`config.mk`:
```
export PLATFORM = sky130hd
export DESIGN_NAME = io_ports
export DESIGN_NICKNAME = d
export VERILOG_FILES = /design/src/rtl/io_pkg.sv /design/src/rtl/sw_debounce.sv /design/src/rtl/io_ports.sv
export SDC_FILE = /design/constraint.sdc
export NUM_CORES = 1
export LEC_CHECK = 0
export ABC_AREA = 1
export BUFFER_PORTS_ARGS = -buffer_cell sky130_fd_sc_hd__buf_4
export CORE_MARGIN = 2
export CORE_UTILIZATION = 40
export DETAILED_ROUTE_END_ITERATION = 12
export PLACE_DENSITY = 0.76
export SLEW_MARGIN = 0
export SYNTH_ARGS = -nofsm -noshare
export SYNTH_HDL_FRONTEND = slang
export SYNTH_SLANG_ARGS = --single-unit
```
`constraint.sdc`:
```
create_clock -name clock -period 1.3 [get_ports clock]
set_input_delay 0.26 -clock clock [delete_from_list [all_inputs] [get_ports clock]]
set_output_delay 0.26 -clock clock [all_outputs]
set_load 0.02 [all_outputs]
```
`src/rtl/io_pkg.sv`:
```
// Shared constants for the memory-mapped I/O port block: address map,
// 7-segment patterns, debounce state encoding and the debounce length clamp.
package io_pkg;

    localparam logic [15:0] IO_SW_ADDR   = 16'hfff0;
    localparam logic [15:0] IO_STAT_ADDR = 16'hfff2;
    localparam logic [15:0] IO_SEG_ADDR  = 16'hfffa;
    localparam logic [11:0] IO_BASE      = 12'hfff;

    localparam logic [6:0]  SEG_0        = 7'b1111110;
    localparam logic [6:0]  SEG_2        = 7'b1101101;

    typedef enum logic {
        DB_STABLE = 1'b0,
        DB_COUNT  = 1'b1
    } db_state_e;

    // Debounce lengths below two samples are not meaningful; clamp them.
    function automatic logic [15:0] db_limit(input logic [15:0] cycles);
        logic [15:0] lim;
        if (cycles < 16'd2) begin
            lim = 16'd2;
        end else begin
            lim = cycles;
        end
        return lim;
    endfunction

endpackage

```
`src/rtl/sw_debounce.sv`:
```
// Single-bit switch debouncer. The input must already be synchronized.
// A change on sync_i is accepted once the counter reaches DB_CYCLES-1
// without the input falling back to the accepted level.
module sw_debounce
    import io_pkg::*;
#(
    parameter logic [15:0] DB_CYCLES = 16'd50000
) (
    input  logic clock,
    input  logic reset,
    input  logic sync_i,
    output logic stable_o,
    output logic accept_o
);

    // Accept on the edge where the counter would step onto DB_CYCLES-1.
    localparam logic [15:0] DB_ACC = db_limit(DB_CYCLES) - 16'd2;

    db_state_e   state_q, state_d;
    logic [15:0] cnt_q, cnt_d;
    logic        stable_q, stable_d;

    // Next-state logic: count consecutive differing samples, restart on a match.
    always_comb begin
        state_d  = state_q;
        cnt_d    = cnt_q;
        stable_d = stable_q;
        accept_o = 1'b0;
        case (state_q)
            DB_STABLE: begin
                if (sync_i != stable_q) begin
                    state_d = DB_COUNT;
                    cnt_d   = 16'd1;
                end else begin
                    cnt_d   = 16'd0;
                end
            end
            DB_COUNT: begin
                if (sync_i == stable_q) begin
                    state_d = DB_STABLE;
                    cnt_d   = 16'd0;
                end else if (cnt_q >= DB_ACC) begin
                    // '>=' keeps the counter bounded even for odd parameter values.
                    state_d  = DB_STABLE;
                    cnt_d    = 16'd0;
                    stable_d = sync_i;
                    accept_o = 1'b1;
                end else begin
                    cnt_d = cnt_q + 16'd1;
                end
            end
            default: begin
                state_d = DB_STABLE;
                cnt_d   = 16'd0;
            end
        endcase
    end

    // State register; reset abandons any pending change.
    always_ff @(posedge clock) begin
        if (reset) begin
            state_q  <= DB_STABLE;
            cnt_q    <= 16'd0;
            stable_q <= 1'b0;
        end else begin
            state_q  <= state_d;
            cnt_q    <= cnt_d;
            stable_q <= stable_d;
        end
    end

    assign stable_o = stable_q;

endmodule

```
`src/rtl/io_ports.sv`:
```
// Memory-mapped I/O ports: two debounced switches, a change-status flag
// (read-to-clear) and a 7-segment display register.
// Optional feature macro: IO_DEBOUNCE_EN (defined -> per-bit debounce,
// undefined -> switches used straight from the synchronizer).
module io_ports
    import io_pkg::*;
#(
    parameter logic [15:0] DB_CYCLES = 16'd50000
) (
    input  logic        clock,
    input  logic        reset,
    input  logic [15:0] daddr,
    input  logic [15:0] dwdata,
    input  logic        memread,
    input  logic        memwrite,
    output logic [15:0] drdata,
    output logic        io_sel,
    input  logic [1:0]  sw,
    output logic [6:0]  seg
);

    logic [1:0] sync1_q, sync1_d;
    logic [1:0] sync2_q, sync2_d;
    logic [6:0] seg_q, seg_d;
    logic       chg_flag_q, chg_flag_d;
    logic [1:0] sw_stable;
    logic       sw_changed;
    logic       seg_wr;
    logic       stat_rd;
    logic       unused_dwdata;

    // Upper store bits have no destination in the display register.
    assign unused_dwdata = ^dwdata[15:7];

    // Two-flop synchronizer inputs.
    always_comb begin
        sync1_d = sw;
        sync2_d = sync1_q;
    end

`ifdef IO_DEBOUNCE_EN
    logic [1:0] db_accept;

    sw_debounce #(.DB_CYCLES(DB_CYCLES)) u_db0 (
        .clock    (clock),
        .reset    (reset),
        .sync_i   (sync2_q[0]),
        .stable_o (sw_stable[0]),
        .accept_o (db_accept[0])
    );

    sw_debounce #(.DB_CYCLES(DB_CYCLES)) u_db1 (
        .clock    (clock),
        .reset    (reset),
        .sync_i   (sync2_q[1]),
        .stable_o (sw_stable[1]),
        .accept_o (db_accept[1])
    );

    assign sw_changed = |db_accept;
`else
    assign sw_stable  = sync2_q;
    assign sw_changed = (sync2_d != sync2_q);

    // DB_CYCLES only matters when the debouncers are built in.
    if (DB_CYCLES == 16'd0) begin : g_db_unused
    end
`endif

    assign seg_wr  = memwrite && (daddr == IO_SEG_ADDR);
    assign stat_rd = memread  && (daddr == IO_STAT_ADDR);

    // Display register and change flag next state; a new change beats a clear.
    always_comb begin
        if (seg_wr) begin
            seg_d = dwdata[6:0];
        end else begin
            seg_d = seg_q;
        end
        if (sw_changed) begin
            chg_flag_d = 1'b1;
        end else if (stat_rd) begin
            chg_flag_d = 1'b0;
        end else begin
            chg_flag_d = chg_flag_q;
        end
    end

    // All block state; reset overrides any concurrent store.
    always_ff @(posedge clock) begin
        if (reset) begin
            sync1_q    <= 2'b00;
            sync2_q    <= 2'b00;
            seg_q      <= 7'b0000000;
            chg_flag_q <= 1'b0;
        end else begin
            sync1_q    <= sync1_d;
            sync2_q    <= sync2_d;
            seg_q      <= seg_d;
            chg_flag_q <= chg_flag_d;
        end
    end

    // Zero-latency read decode for the I/O window.
    always_comb begin
        io_sel = (daddr[15:4] == IO_BASE);
        drdata = 16'h0000;
        if (memread && io_sel) begin
            case (daddr)
                IO_SW_ADDR:   drdata = {14'b0, sw_stable};
                IO_STAT_ADDR: drdata = {15'b0, chg_flag_q};
                IO_SEG_ADDR:  drdata = {9'b0, seg_q};
                default:      drdata = 16'h0000;
            endcase
        end else begin
            drdata = 16'h0000;
        end
    end

    assign seg = seg_q;

endmodule

```
# After elaboration in Yosys (flattened, before gate mapping)
# Cells that the tools add are included.
[totals]
regBits = 12
in_bits = 38
elab_cells = 17
[op_classes]
n_eq_ne = 5
reduce_logical = 4
n_mux = 4
[ops]
columns = ["operator", "count"]
rows = [
  ["16-bit equality test, second input constant", 3],
  ["7-bit one-hot mux with 3 select lines", 1],
  ["16-bit 2-to-1 mux", 1],
  ["12-bit equality test, second input constant", 1],
  ["1-bit logical AND", 3],
  ["1-bit 2-to-1 mux", 2],
  ["2-bit != test", 1],
  ["2-bit nonzero test", 1],
]

# Longest topological paths before layout
# Gate-level depths: netlist (run 1).
[depth]
depth_word = 4
ltp_mapped = 8
mapped_depth_nobuf = 8

# Least setup slack after synthesis (run 1)
# OpenSTA, ideal clock, no wires.
[synth_timing]
path_kind = "in2out"
start = "input daddr[13]"
end = "output drdata[0]"
stages = 8
required_ps = 1040
arrival_ps = 1219
n_path_buf = 0
slack_ps = -179
path_cell_list = "nand2_1 nor2_4 nand2_4 nor2_4 nand2_2 clkinv_1 nand2_1 nor2_1"
[synth_via]
elab_chain_cells = 3
[synth_lines]
columns = ["element", "line_no", "text"]
rows = [
  ["from (decl)", "io_ports.sv:12", "input logic [15:0] daddr,"],
  ["12-bit equality test", "io_ports.sv:106", "io_sel = (daddr[15:4] == IO_BASE);"],
  ["named net io_sel", "io_ports.sv:17", "output logic io_sel,"],
  ["1-bit logical AND", "io_ports.sv:108", "if (memread && io_sel) begin"],
  ["16-bit 2-to-1 mux", "io_ports.sv:108", ""],
  ["to (decl)", "io_ports.sv:16", "output logic [15:0] drdata,"],
]
# The timed path passes the listed nets, and every way through them passes these cells.

# Final worst setup path (run 1)
[layout_timing]
start = "input daddr[11]"
end = "output drdata[0]"
[layout_via]
elab_chain_cells = 3
[layout_lines]
columns = ["element", "line_no"]
rows = [
  ["16-bit equality test / 12-bit equality test (equally long branches)", "io_ports.sv:109, io_ports.sv:106"],
  ["7-bit one-hot mux with 3 select lines / 1-bit logical AND (equally long branches)", "io_ports.sv:109, io_ports.sv:108"],
  ["16-bit 2-to-1 mux *", "io_ports.sv:108"],
]
# Mark *: on every way between the ends. The rest lies on a longest branch, timed or not.

==> results of run 1 <==
power breakdown:
| part | internal, mW | total [mW] | leakage [nW] | switching (mW) |
|---|---|---|---|---|
| Combinational | 0.102 | 0.211 | 0.658 | 0.109 |
| Clock | 0.170 | 0.292 | 0.0210 | 0.122 |
| Sequential | 0.376 | 0.382 | 0.0978 | 0.00550 |
| Total | 0.648 | 0.885 | 0.776 | 0.237 |
flip-flops by register name (all words and copies together), names as in the netlist:
| signal | flops |
|---|---|
| seg | 7 |
| sw_stable | 2 |
| sync1_q | 2 |
| chg_flag_q | 1 |
final cells by class:
type | count | area, um^2
Clock buffer | 4 | 36.3
Fill cell | 148 | 478
Inverter | 18 | 78.8
Multi-Input combinational cell | 99 | 662
Sequential cell | 12 | 240
Tap cell | 27 | 33.8
Timing Repair Buffer | 54 | 473
logic make-up after synthesis:
family	count (synthesis)	share of synthesized area (%)
compound gates	1	0.576
flops	12	27.7
other cells	1	0.432
buf+inv	29	17.6
simple gates	88	52.7
xor+xnor	1	1.01
per-stage QoR:
stage               setup TNS [ns]  cells  instance area [um^2]  total power, mW
floorplan                   -0.147    140                   970            0.495
global placement            -0.880    205                  1290            0.553
detailed placement           -1.19    205                  1290            0.560
CTS                         -0.898    212                  1480            0.886
global route                 -1.64    214                  1520            0.937
finish                       -1.08    214                  1520            0.885
timing repair:
item / 4_1_cts / 5_1_grt
setup buffers: 3 / 2
hold buffers: 0 / 0
pin swaps: 28 / 15
gates resized for setup: 41 / 7
endpoints found under the setup margin: 7 / 8
placed cells by master, fill, tap and decap left out, types with 7 or more instances in the layout:
master and instances:
buf_4 38, buf_6 14, conb_1 9, dfxtp_1 12
inv_1 10, nand2_1 13, nand2_4 11, nand3b_1 7
nor2_1 23, nor2_2 8, nor2_4 12
worst max-delay path: cells and delay by family:
kind	cells	cell delay, ns
buffers and inverters	3	0.36
and+or+nand+nor	7	0.58
per-layer routing:
layer  track usage (%)  part of all wire (%)  vias to the layer above
li1                  -                     -                      486
met1              23.6                    39                      437
met2              36.2                    55                       29
met3              5.65                   4.3                        4
met4              4.05                   1.6                        0
met5                 0                     0                        -
worst max path at each step:
| stage | startpoint | to | slack, ns | cells after the start |
|---|---|---|---|---|
| 2_1_floorplan | daddr[14] | drdata[0] | -0.03 | 8 |
| 3_3_place_gp | daddr[0] | drdata[0] | -0.18 | 9 |
| 3_5_place_dp | daddr[3] | drdata[0] | -0.27 | 9 |
| 4_1_cts | daddr[12] | drdata[0] | -0.17 | 10 |
| 5_1_grt | daddr[3] | drdata[0] | -0.24 | 9 |
| 6_report | daddr[11] | drdata[0] | -0.18 | 10 |
==> metrics.md, run 1 <==
| Metric | Value |
|---|---|
| F_max | `0.678 GHz` |
| Status | `finished with violations` |
| Hold Path End | `sync1_q[1]` |
| WL final | `2380 um` |
| Post-synth EDFFs | `0` |
| Ys Warns | `0` |
| Cells after Synth | `132` |
| Clk buf depth | `2` |
| Worst-path clk slew | `0.07 ns` |
| Cell taking the most area after synthesis | `dfxtp_1` |
| Crit path DAT | `1.22 ns` |
| DR vias | `956` |
| Fin crit period | `1.48 ns` |
| HPWL Detailed | `1770 um` |
| Total number of H-tree levels | `1` |
| Die Footprint | `2560 um^2` |
| Failing checks | `negative setup slack` |
| Wire per inst | `11.1 um` |
| Layout area overhead | `75.5%` |
| Reg2reg end | `chg_flag_q` |
| Sink Count | `12` |
| Clk_lat worst skew | `0.27 ns` |
| Initial drt markers | `11` |
| Ports | `62` |
| Most common flop cell mapped by yosys | `dfxtp_1` |
| Number of remaining DRC errors | `0` |
| Async set or reset register ratio after synthesis | `0%` |
| Initial antenna violation count | `0` |
| Slowest Stage Delay on Critical Path | `0.16 ns` |
| Final hold violations | `0` |
| RePlAce Congestion | `0.765` |
| Root buffer cell | `clkbuf_4` |
| Die Y | `50.6 um` |
| FF-to-FF setup slack | `0.48 ns` |
| VDD IR max | `0.000600 V` |
| Post-synth top area share | `27.7%` |
| Flops & latches, synth | `12` |
| Critical path cell sequence | `buf_4, nand2_4, nor2_4, nand2_4, clkinv_2, nand3_1, nand2_1, nor2_2, nor2_4, buf_6` |
| Via/cell ratio | `4.47` |
| Core area | `2000 um^2` |
| Average size of a mapped cell | `6.58 um^2` |
| Hold slack | `0.181 ns` |
| PortBufs | `43` |
| Chip Width | `50.6 um` |
| CP Max Fanout | `5` |
| Layout cell share with drive strength beyond 1 | `56.7%` |
| Final nets | `226` |
| Reg-to-Reg Start | `sw_stable[1]` |
| Largest net degree at the start of global routing | `9` |
| CP Launch Type | `input port` |
| Starting Density | `43.4%` |
| Power per standard cell area | `581 nW/um^2` |
| Hold Crit Class | `input port to flop` |
| Post-DRT Antenna Nets | `0` |
| Vias in the first global route | `940` |
| Final core occ | `76.1%` |
| Pre-Repair DR Iteration Count | `4` |
| Static leakage | `0.776 nW` |
| Most frequent cells after synthesis | `nor2_1, nand2_1, inv_1` |
| Setup WS pre-CTS | `-0.269 ns` |
| Post-Syn Area | `868 um^2` |
| First-pass GRT wire length | `3910 um` |
| Fin crit share | `114%` |
| # rows | `16` |
| Slowest CP cell | `nor2_2` |
| Setup Viol. Count Final | `8` |
| CTS Buf Count | `3` |
| R2R depth | `4` |
| WS Path Type | `input port to primary output` |
| Most common cell in the synthesized netlist | `nor2_1` |
| WP data required | `1.04 ns` |
| Total GRT Usage | `20.1%` |
| RSZ-0062 raised after global routing | `yes` |
| Max_cap viols | `0` |
| Total global routing overflow | `0` |
| Register area share after synthesis | `27.7%` |
| Min-delay src | `reset` |
| Setup Skew | `0.00162 ns` |
| Unique cell type count in the Yosys netlist | `22` |
| TritonCTS clock tree | `yes` |
| Antenna Cells | `0` |
| Max Transition Viols Final | `0` |
| Crit. End Element | `primary output` |
| Final WS setup | `-0.176 ns` |
| Hold Path Depth | `2` |
| Top cells by area, synth | `dfxtp_1, nor2_1, nand2_1, buf_4, nor2_4` |
Power figures use the tool's default switching activity.
==> run 2, diff against run 1 <==
- BUFFER_PORTS_ARGS: -buffer_cell sky130_fd_sc_hd__buf_4 -> unset
- CORE_UTILIZATION: 40 -> 50
- DONT_BUFFER_PORTS: unset -> 1
- PLACE_DENSITY: 0.76 -> 0.62
==> run 2 against run 1 <==
Net effect:
- the run still ends with negative setup slack left
- clock skew hardly changed
- utilization is 4.4 points lower
- count of clock-buffer cells in the layout is 1 lower
- register-to-register slack better by 0.03 ns
- routed wire length is 16% lower
- global-route usage is 3.1 points lower
- sequential cell count stayed put
- total power is 21% lower
- clock power is 27% lower
==> metrics.md, run 2 (same netlist as run 1, synthesis figures left out) <==
| Metric | Value |
|---|---|
| Vias in the first global route | `632 (-33%)` |
| Reg2reg end | `chg_flag_q` |
| Ports | `62 (unchanged)` |
| Reg-to-Reg Start | `sw_stable[0]` |
| Int Pwr | `0.521 mW (-20%)` |
| Inst Count DP | `156 (-24%)` |
| Wire per inst | `12.0 um (+8.1%)` |
| RePlAce Congestion | `0.676 (-12%)` |
| HPWL Detailed | `1430 um (-19%)` |
| Failing checks | `negative setup slack` |
| Net Sw Frac | `25.4% (-1.3 points)` |
| CP endpoint | `drdata[3]` |
| WL final | `1990 um (-16%)` |
| F_max | `0.745 GHz (+9.9%)` |
| Final WS setup | `-0.0432 ns (+0.133 ns)` |
| Die Footprint | `2090 um^2 (-18%)` |
| Final Non-Filler Cells | `166 (-22%)` |
| CP Launch Type | `input port` |
| Filler cells | `148 (unchanged)` |
| Max_cap viols | `0 (unchanged)` |
| Initial antenna violation count | `0 (unchanged)` |
| Status | `finished with violations` |
| R2R depth | `3 (-1)` |
| Setup_tns | `-0.104 ns (+0.972 ns)` |
| First-pass GRT wire length | `2630 um (-33%)` |
| Crit path DAT | `1.08 ns (-0.14 ns)` |
| Final nets | `189 (-16%)` |
| Clk buf depth | `2 (unchanged)` |
| Hold Path Depth | `1 (-1)` |
| Crit. End Element | `primary output` |
| Die Y | `45.7 um (-9.7%)` |
| Fin crit period | `1.34 ns (-0.133 ns)` |
| Post-route cell area | `1200 um^2 (-21%)` |
| Sink Count | `12 (unchanged)` |
| Initial drt markers | `11 (unchanged)` |
| RSZ-0062 raised after global routing | `yes` |
| Hold Crit Class | `input port to flop` |
| Clock power share | `30.4% (-2.6 points)` |
| Logic pwr share | `15.1% (-8.7 points)` |
| Total global routing overflow | `0 (unchanged)` |
| VDD IR max | `0.000444 V (-26%)` |
| Total GRT Usage | `17.0% (-3.1 points)` |
| P_sw | `0.178 mW (-25%)` |
| Layout area overhead | `38.0%` |
| FF+latch area | `240 um^2 (unchanged)` |
| Final hold violations | `0 (unchanged)` |
| DR vias | `785 (-18%)` |
| Number of flip-flops in the largest register | `7 (unchanged)` |
| Sequential share of power | `54.5% (+11 points)` |
| Layout cell share with drive strength beyond 1 | `44.3% (-12 points)` |
| Setup Viol. Count Final | `5 (-3)` |
| WS Path Type | `input port to primary output` |
| Antenna Cells | `0 (unchanged)` |
| Setup Skew | `0.00199 ns (+0.000364 ns)` |
| Root buffer cell | `clkbuf_4` |
| # rows | `15 (-1)` |
| Pre-Repair DR Iteration Count | `3 (-1)` |
| Static leakage | `0.556 nW (-28%)` |
| CTS Hold Bufs | `0 (unchanged)` |
| Via/cell ratio | `4.73 (+5.9%)` |
| Commonest non-fill, non-tap cell in the layout | `nor2_1` |
| Multi-input logic area | `697 um^2 (+5.3%)` |
| Final core occ | `71.8% (-4.4 points)` |
| Worst-path clk slew | `0.07 ns (about the same)` |
| Post-DRT Antenna Nets | `0 (unchanged)` |
| Largest net degree at the start of global routing | `9 (unchanged)` |
| Core area | `1670 um^2 (-17%)` |
| Dpl cell area | `982 um^2 (-24%)` |
| Number of remaining DRC errors | `0 (unchanged)` |
| Max Transition Viols Final | `0 (unchanged)` |
| Total number of H-tree levels | `1 (unchanged)` |
| FF-to-FF setup slack | `0.51 ns (+0.03 ns)` |
| CTS Buf Count | `3 (unchanged)` |
| Commonest cells after routing, fill and taps aside | `nor2_1, nor2_4, buf_4` |
| Crit. Startpoint | `daddr[7]` |
| Power per standard cell area | `583 nW/um^2 (+0.36%)` |
| Clk_lat worst skew | `0.26 ns (about the same)` |
| CP Max Fanout | `6 (+1)` |
| Fin crit share | `103% (-10 points)` |
| Starting Density | `52.0% (+8.6 points)` |
| Chip Width | `45.7 um (-9.7%)` |
| TritonCTS clock tree | `yes` |
| PortBufs | `0 (-100%)` |
| WP data required | `1.04 ns (about the same)` |
==> run 2: how the worst min path moves through the flow <==
stage	from	to	slack, ns
after floorplan	reset	chg_flag_q	0.33
after global placement	reset	chg_flag_q	0.33
after detailed placement	reset	chg_flag_q	0.33
final	reset	chg_flag_q	0.06
after global routing	reset	chg_flag_q	0.04
after CTS	reset	chg_flag_q	0.05
==> run 2: what timing repair did <==
| item | CTS | global route |
|---|---|---|
| pin swaps | 6 | 24 |
| setup endpoints to repair | 7 | 7 |
| gates resized for setup | 10 | 23 |
| setup buffers | 0 | 7 |
==> run 2: per-stage QoR <==
| step | setup WS, ns | power [mW] | hold slack [ns] |
|---|---|---|---|
| floorplan | -0.0310 | 0.495 | 0.329 |
| global placement | -0.0364 | 0.476 | 0.331 |
| detailed placement | -0.0698 | 0.478 | 0.332 |
| CTS | -0.0216 | 0.699 | 0.0494 |
| global route | -0.0793 | 0.737 | 0.0394 |
| finish | -0.0432 | 0.698 | 0.0583 |
==> run 2: final cells by class <==
class / count / share of cell area [%]
Multi-Input combinational cell: 99 / 58.1
Sequential cell: 12 / 20.0
Timing Repair Buffer: 17 / 11.7
Inverter: 18 / 6.47
Clock buffer: 3 / 1.88
Tap cell: 17 / 1.77
==> run 2: worst max-delay path, stage by stage <==
cell	delay (ns)
nand2_4	0.04
nor2_4	0.12
nand3_2	0.09
nor2_4	0.24
nand2_2	0.11
nor2_4	0.20
==> run 2: layer usage <==
layer	vias up	global-route usage, %	routed length [um]	share of wire, %
met2	30	28.7	1130	57
met5	-	0	0	0
met4	0	7.06	30	1.5
met3	4	3.17	108	5.4
met1	343	21.0	720	36
li1	408	-	-	-
==> run 2: power groups by stage <==
| stage | clock, mW | combinational, mW | sequential, mW |
|---|---|---|---|
| after floorplan | 0 | 0.107 | 0.389 |
| after global placement | 0 | 0.0870 | 0.389 |
| after global routing | 0.238 | 0.117 | 0.382 |
| final | 0.212 | 0.105 | 0.381 |
| after detailed placement | 0 | 0.0889 | 0.389 |
| after CTS | 0.223 | 0.0949 | 0.381 |
